`src/rtl/wb_port_arbiter.sv`:
```
// Arbitrates the register-file write port between the W stage and buffered M-unit results.
// Optional statistics counters are compiled in when WB_ARB_STATS_EN is defined.
module wb_port_arbiter #(
  parameter int DEPTH        = 4,
  parameter int STARVE_LIMIT = 8
) (
  input  logic        clk,
  input  logic        rst,
  input  logic        RegWriteW,
  input  logic [4:0]  RDW,
  input  logic [31:0] ResultW,
  input  logic        md_valid,
  input  logic [4:0]  md_rd,
  input  logic [31:0] md_result,
  output logic        md_ready,
  input  logic [4:0]  q_rs1,
  input  logic [4:0]  q_rs2,
  input  logic [4:0]  q_rd,
  output logic        md_hazard,
  output logic        wb_stall,
  output logic        rf_we,
  output logic [4:0]  rf_rd,
  output logic [31:0] rf_wd
`ifdef WB_ARB_STATS_EN
  ,
  output logic [31:0] stat_forced,
  output logic [31:0] stat_drained
`endif
);

  localparam int AW = $clog2(DEPTH);
  localparam int CW = AW + 1;

  typedef enum logic {IDLE, FORCE} state_t;

  state_t         state, state_nx;
  logic [4:0]     mem_rd [DEPTH];
  logic [31:0]    mem_wd [DEPTH];
  logic [AW-1:0]  rptr, wptr;
  logic [CW-1:0]  count;
  logic [7:0]     starve_cnt, starve_nx;
  logic           fifo_empty, pipe_active, push, pop;
  logic [4:0]     head_rd;
  logic [31:0]    head_wd;
  logic [AW-1:0]  off_v [DEPTH];
  logic [DEPTH-1:0] ent_v;

  assign fifo_empty  = (count == '0);
  assign md_ready    = (count < CW'(DEPTH));
  assign pipe_active = RegWriteW && (RDW != 5'd0);
  assign head_rd     = mem_rd[rptr];
  assign head_wd     = mem_wd[rptr];
  assign push        = md_valid && md_ready;
  assign wb_stall    = (state == FORCE);

  always_comb begin
    state_nx  = state;
    starve_nx = starve_cnt;
    pop       = 1'b0;
    rf_we     = 1'b0;
    rf_rd     = RDW;
    rf_wd     = ResultW;
    if (wb_stall || !pipe_active) begin
      if (!fifo_empty) begin
        pop   = 1'b1;
        rf_we = (head_rd != 5'd0);
        rf_rd = head_rd;
        rf_wd = head_wd;
      end
    end else begin
      rf_we = 1'b1;
    end
    case (state)
      IDLE: begin
        if (!fifo_empty && !pop) begin
          // Limit counts the stalled cycles themselves, so compare the incremented value.
          if ({1'b0, starve_cnt} + 9'd1 == 9'(STARVE_LIMIT)) begin
            state_nx  = FORCE;
            starve_nx = '0;
          end else begin
            starve_nx = starve_cnt + 8'd1;
          end
        end else begin
          starve_nx = '0;
        end
      end
      FORCE: begin
        state_nx  = IDLE;
        starve_nx = '0;
      end
      default: state_nx = IDLE;
    endcase
  end

  always_comb begin
    md_hazard = 1'b0;
    for (int i = 0; i < DEPTH; i++) begin
      off_v[i] = AW'(i) - rptr;
      ent_v[i] = ({1'b0, off_v[i]} < count);
      if (ent_v[i] && mem_rd[i] != 5'd0 &&
          (mem_rd[i] == q_rs1 || mem_rd[i] == q_rs2 || mem_rd[i] == q_rd))
        md_hazard = 1'b1;
    end
    if (md_valid && md_rd != 5'd0 &&
        (md_rd == q_rs1 || md_rd == q_rs2 || md_rd == q_rd))
      md_hazard = 1'b1;
  end

  always_ff @(posedge clk) begin
    if (rst) begin
      state      <= IDLE;
      starve_cnt <= '0;
      rptr       <= '0;
      wptr       <= '0;
      count      <= '0;
    end else begin
      state      <= state_nx;
      starve_cnt <= starve_nx;
      if (push) wptr <= wptr + 1'b1;
      if (pop)  rptr <= rptr + 1'b1;
      case ({push, pop})
        2'b10:   count <= count + 1'b1;
        2'b01:   count <= count - 1'b1;
        default: count <= count;
      endcase
    end
  end

  always_ff @(posedge clk) begin
    if (push && !rst) begin
      mem_rd[wptr] <= md_rd;
      mem_wd[wptr] <= md_result;
    end
  end

`ifdef WB_ARB_STATS_EN
  always_ff @(posedge clk) begin
    if (rst) begin
      stat_forced  <= '0;
      stat_drained <= '0;
    end else begin
      if (wb_stall && stat_forced != 32'hFFFF_FFFF)
        stat_forced <= stat_forced + 32'd1;
      if (pop && rf_we && stat_drained != 32'hFFFF_FFFF)
        stat_drained <= stat_drained + 32'd1;
    end
  end
`endif

endmodule

```
`config.mk`:
```
export PLATFORM = sky130hd
export DESIGN_NAME = wb_port_arbiter
export DESIGN_NICKNAME = d
export VERILOG_FILES = /design/src/rtl/wb_port_arbiter.sv
export SDC_FILE = /design/constraint.sdc
export NUM_CORES = 1
export LEC_CHECK = 0
export CAP_MARGIN = 15
export CORE_AREA = 2 2 137 139
export DETAILED_ROUTE_END_ITERATION = 12
export DIE_AREA = 0 0 139 141
export MAX_ROUTING_LAYER = met4
export PLACE_DENSITY = 0.81
export SLEW_MARGIN = 0
export SYNTH_ARGS = -nofsm -noshare
export SYNTH_HDL_FRONTEND = slang
export SYNTH_SLANG_ARGS = --single-unit
```
`constraint.sdc`:
```
create_clock -name clk -period 3.5 [get_ports clk]
set_input_delay 1.05 -clock clk [delete_from_list [all_inputs] [get_ports clk]]
set_output_delay 1.05 -clock clk [all_outputs]
set_load 0.05 [all_outputs]
```
==> reports/metrics.csv <==
metric,value,unit
run_status,"complete, but fails checks",
violations,negative setup slack,
hold_path_end,starve_cnt[0],
grt_pass1_vias,5264,
power.density_cell_area,678,nW/um2
syn-mean-instance-area,15.7,um2
fin_crit_sh,112,%
min_period,3.90,ns
rr_endpoint,count[2],
fin_nets,791,
critical_path.n_buffers_inverters,4,
routed_wirelength,19.0,mm
firstDrtPassIters,4,
cts_tree,done,
largest_driver_fanout_on_the_critical_path,8,
placement.cell_area,10200,um2
cts_sink_cnt,166,
hold_class,flop to flop,
num_io_pins,134,
worst_ir_drop_vdd,0.492,mV
floorplan.die_area,19600,um2
final-seq-area,4810,um2
syn_to_final_growth,41.4,%
initial_core_util,42.9,%
port-buffer-count,133,
final_setup_violating_endpoints,37,
final_layout_size_suffix_gt1_share,35.2,%
place.gp.congestion,0.891,
total_power,7.51,mW
whs_path_depth,1,
root_buffer_cell,clkbuf_16,
drt-vias-per-instance,5.24,
cts_hold_buf,0,
drv_slew,0,
critical_path_required,2.45,ns
synth-warning-count,0,
start_kind,primary input,
worst-r2r-cell-count,11,
synth-seq-cells,166,
hp-start,starve_cnt[0],
endpoint_kind,output pin,
postRouteAntennaNets,0,
die_h,141,um
clk-insertion-delay-late,0.42,ns
stdcell_area,11100,um2
critical_path.cell_chain,"buf_6, or4_4, o21ai_4, and2b_4, buf_12, buf_12, mux2_4, buf_12",
clk_pin_slew,0.06,ns
most_used_cells_in_the_layout_excluding_fill_and_tap_cells,"edfxtp_1, clkdlybuf4s50_1, buf_4, buf_12, xor2_1",
max-slew-margin-rel,66.2,%
cpLargestDelayFamily,simple AND/OR/NAND/NOR gates,
finalHoldViolCount,0,
p_leak,3.94,nW
std_cell_rows,50,
grt_setup_unrepaired,yes,
slew_at_the_pin_closest_to_its_max_slew_limit,0.505,ns
fin_worst_skew,0.00836,ns
numCtsBuffers,17,
filler_cell_count,1324,
regToRegSetupSlack,0.83,ns
grt_remaining_overflow,0,
final.setup.tns,-13.48,ns
regToRegStartpoint,count[2],
critPathMostFrequentCell,buf_12,
wl_per_cell,20.3,um
estimated_wirelength_of_the_detail_placed_design,12.8,mm
grt_start_max_net_pins,34,
syn-instance-count,499,
seq_area_frac_synth,61.3,%
gr-usage-all-layers,20.3,%
multiInputGateArea,3000,um2
synth_cell_type_count,43,
synth_edf_count,148,
max_cap_viol_count,0,
post-route-worst-setup-slack,-0.403,ns
dieWidth,139,um
critPathArrivalTime,2.85,ns
placement.setup.worst_slack,-0.664,ns
max_freq,0.256,GHz
route.vias.total,4895,
synth_ff_type,edfxtp_1,
layout_commonest_cell,edfxtp_1,
worstSetupPathType,primary input to output pin,
initial_antenna_violation_count,1,
count_of_h_tree_levels_built_during_cts,4,
synth_fp_nets,604,
syn_area,7840,um2
cts_max_path_buffers,2,
drcViolationCount,0,
critical-path-max-stage-delay,0.54,ns
first_iter_violations,306,
wire_length_of_the_first_global_routing_pass,29.4,mm
design.core.area,18300,um2
cpMaxStageDelayCell,or4_4,
postSynth.asyncResetShare,0,%
[how the worst max path moves through the flow]
stage / slack, ns / depth (start not counted) / to / start
5_1_grt: -0.44 / 8 / rf_wd[13] / RDW[1]
2_1_floorplan: -0.04 / 5 / rf_wd[10] / RDW[3]
3_5_place_dp: -0.66 / 7 / rf_wd[13] / RDW[4]
3_3_place_gp: -0.64 / 7 / rf_wd[1] / RDW[3]
4_1_cts: -0.47 / 9 / rf_wd[15] / RDW[1]
6_report: -0.40 / 8 / rf_wd[26] / RDW[1]
[synthesized netlist by cell type (3+ instances only)]
library cell / instances / area share, %
nand2_1: 5 / 0.24
nand3_1: 20 / 1.3
or4_1: 8 / 0.77
mux4_2: 37 / 11
dfxtp_1: 18 / 4.6
edfxtp_1: 148 / 57
xnor2_1: 40 / 4.5
nand2b_1: 3 / 0.24
mux2_2: 33 / 4.7
ha_1: 11 / 1.8
nor3_1: 16 / 1.0
o21ai_0: 4 / 0.26
buf_6: 6 / 0.86
a21oi_1: 8 / 0.51
and2_1: 5 / 0.40
mux2_1: 4 / 0.57
xor2_1: 47 / 5.3
nor2_1: 22 / 1.1
clkbuf_1: 21 / 1.0
buf_2: 3 / 0.19
inv_1: 12 / 0.57
[per-layer routing]
layer | part of all wire, % | track usage (%)
met4 | 1.6 | 5.32
met3 | 5.7 | 4.93
met1 | 41 | 24.7
met5 | 0 | -
met2 | 52 | 34.4
[report_power, final]
part	leakage, nW	internal, mW	switching, mW
registers	1.49	2.31	0.104
clock network	0.282	1.01	0.825
logic	2.16	1.70	1.56
total	3.94	5.02	2.49
[logic make-up after synthesis]
| kind of cell | after synthesis | synth area share (%) |
|---|---|---|
| AND/OR/NAND/NOR | 90 | 6.11 |
| AO/OA/AOI/OAI | 24 | 1.95 |
| XOR/XNOR | 87 | 9.72 |
| multiplexers | 75 | 16.1 |
| flip-flops | 166 | 61.3 |
| buffers and inverters | 45 | 2.84 |
| adder cells (fa/ha/maj) | 12 | 2.01 |
[sequential cells by signal (all words and copies together) (netlist names), named ones only]
register and count:
wb_stall 1, mem_wd 128, wptr 2, rptr 2, mem_rd 20, count 3, starve_cnt 8
[area by class of cell]
type,instances,share of cell area [%]
Timing Repair Buffer,201,21.2
Clock buffer,17,3.84
Clock inverter,15,1.47
Sequential cell,166,43.4
Tap cell,234,2.64
Inverter,12,0.406
Multi-Input combinational cell,288,27.0
Antenna cell,1,0.0226
[per-stage QoR]
stage                     utilization (%)  hold slack, ns  cells
after detailed placement             56.0           0.507    876
after global routing                 60.7           0.562    934
final                                60.7           0.518    934
after global placement               56.0           0.475    876
after floorplan                         -           0.462    499
after CTS                            60.5           0.522    918
[what timing repair did]
item                       4_1_cts  5_1_grt
cloned                           3        0
resized for setup               68       15
setup endpoints to repair       39       39
pin swaps                        8       13
buffers inserted                 8       18
(Power assumes the default switching activity.)
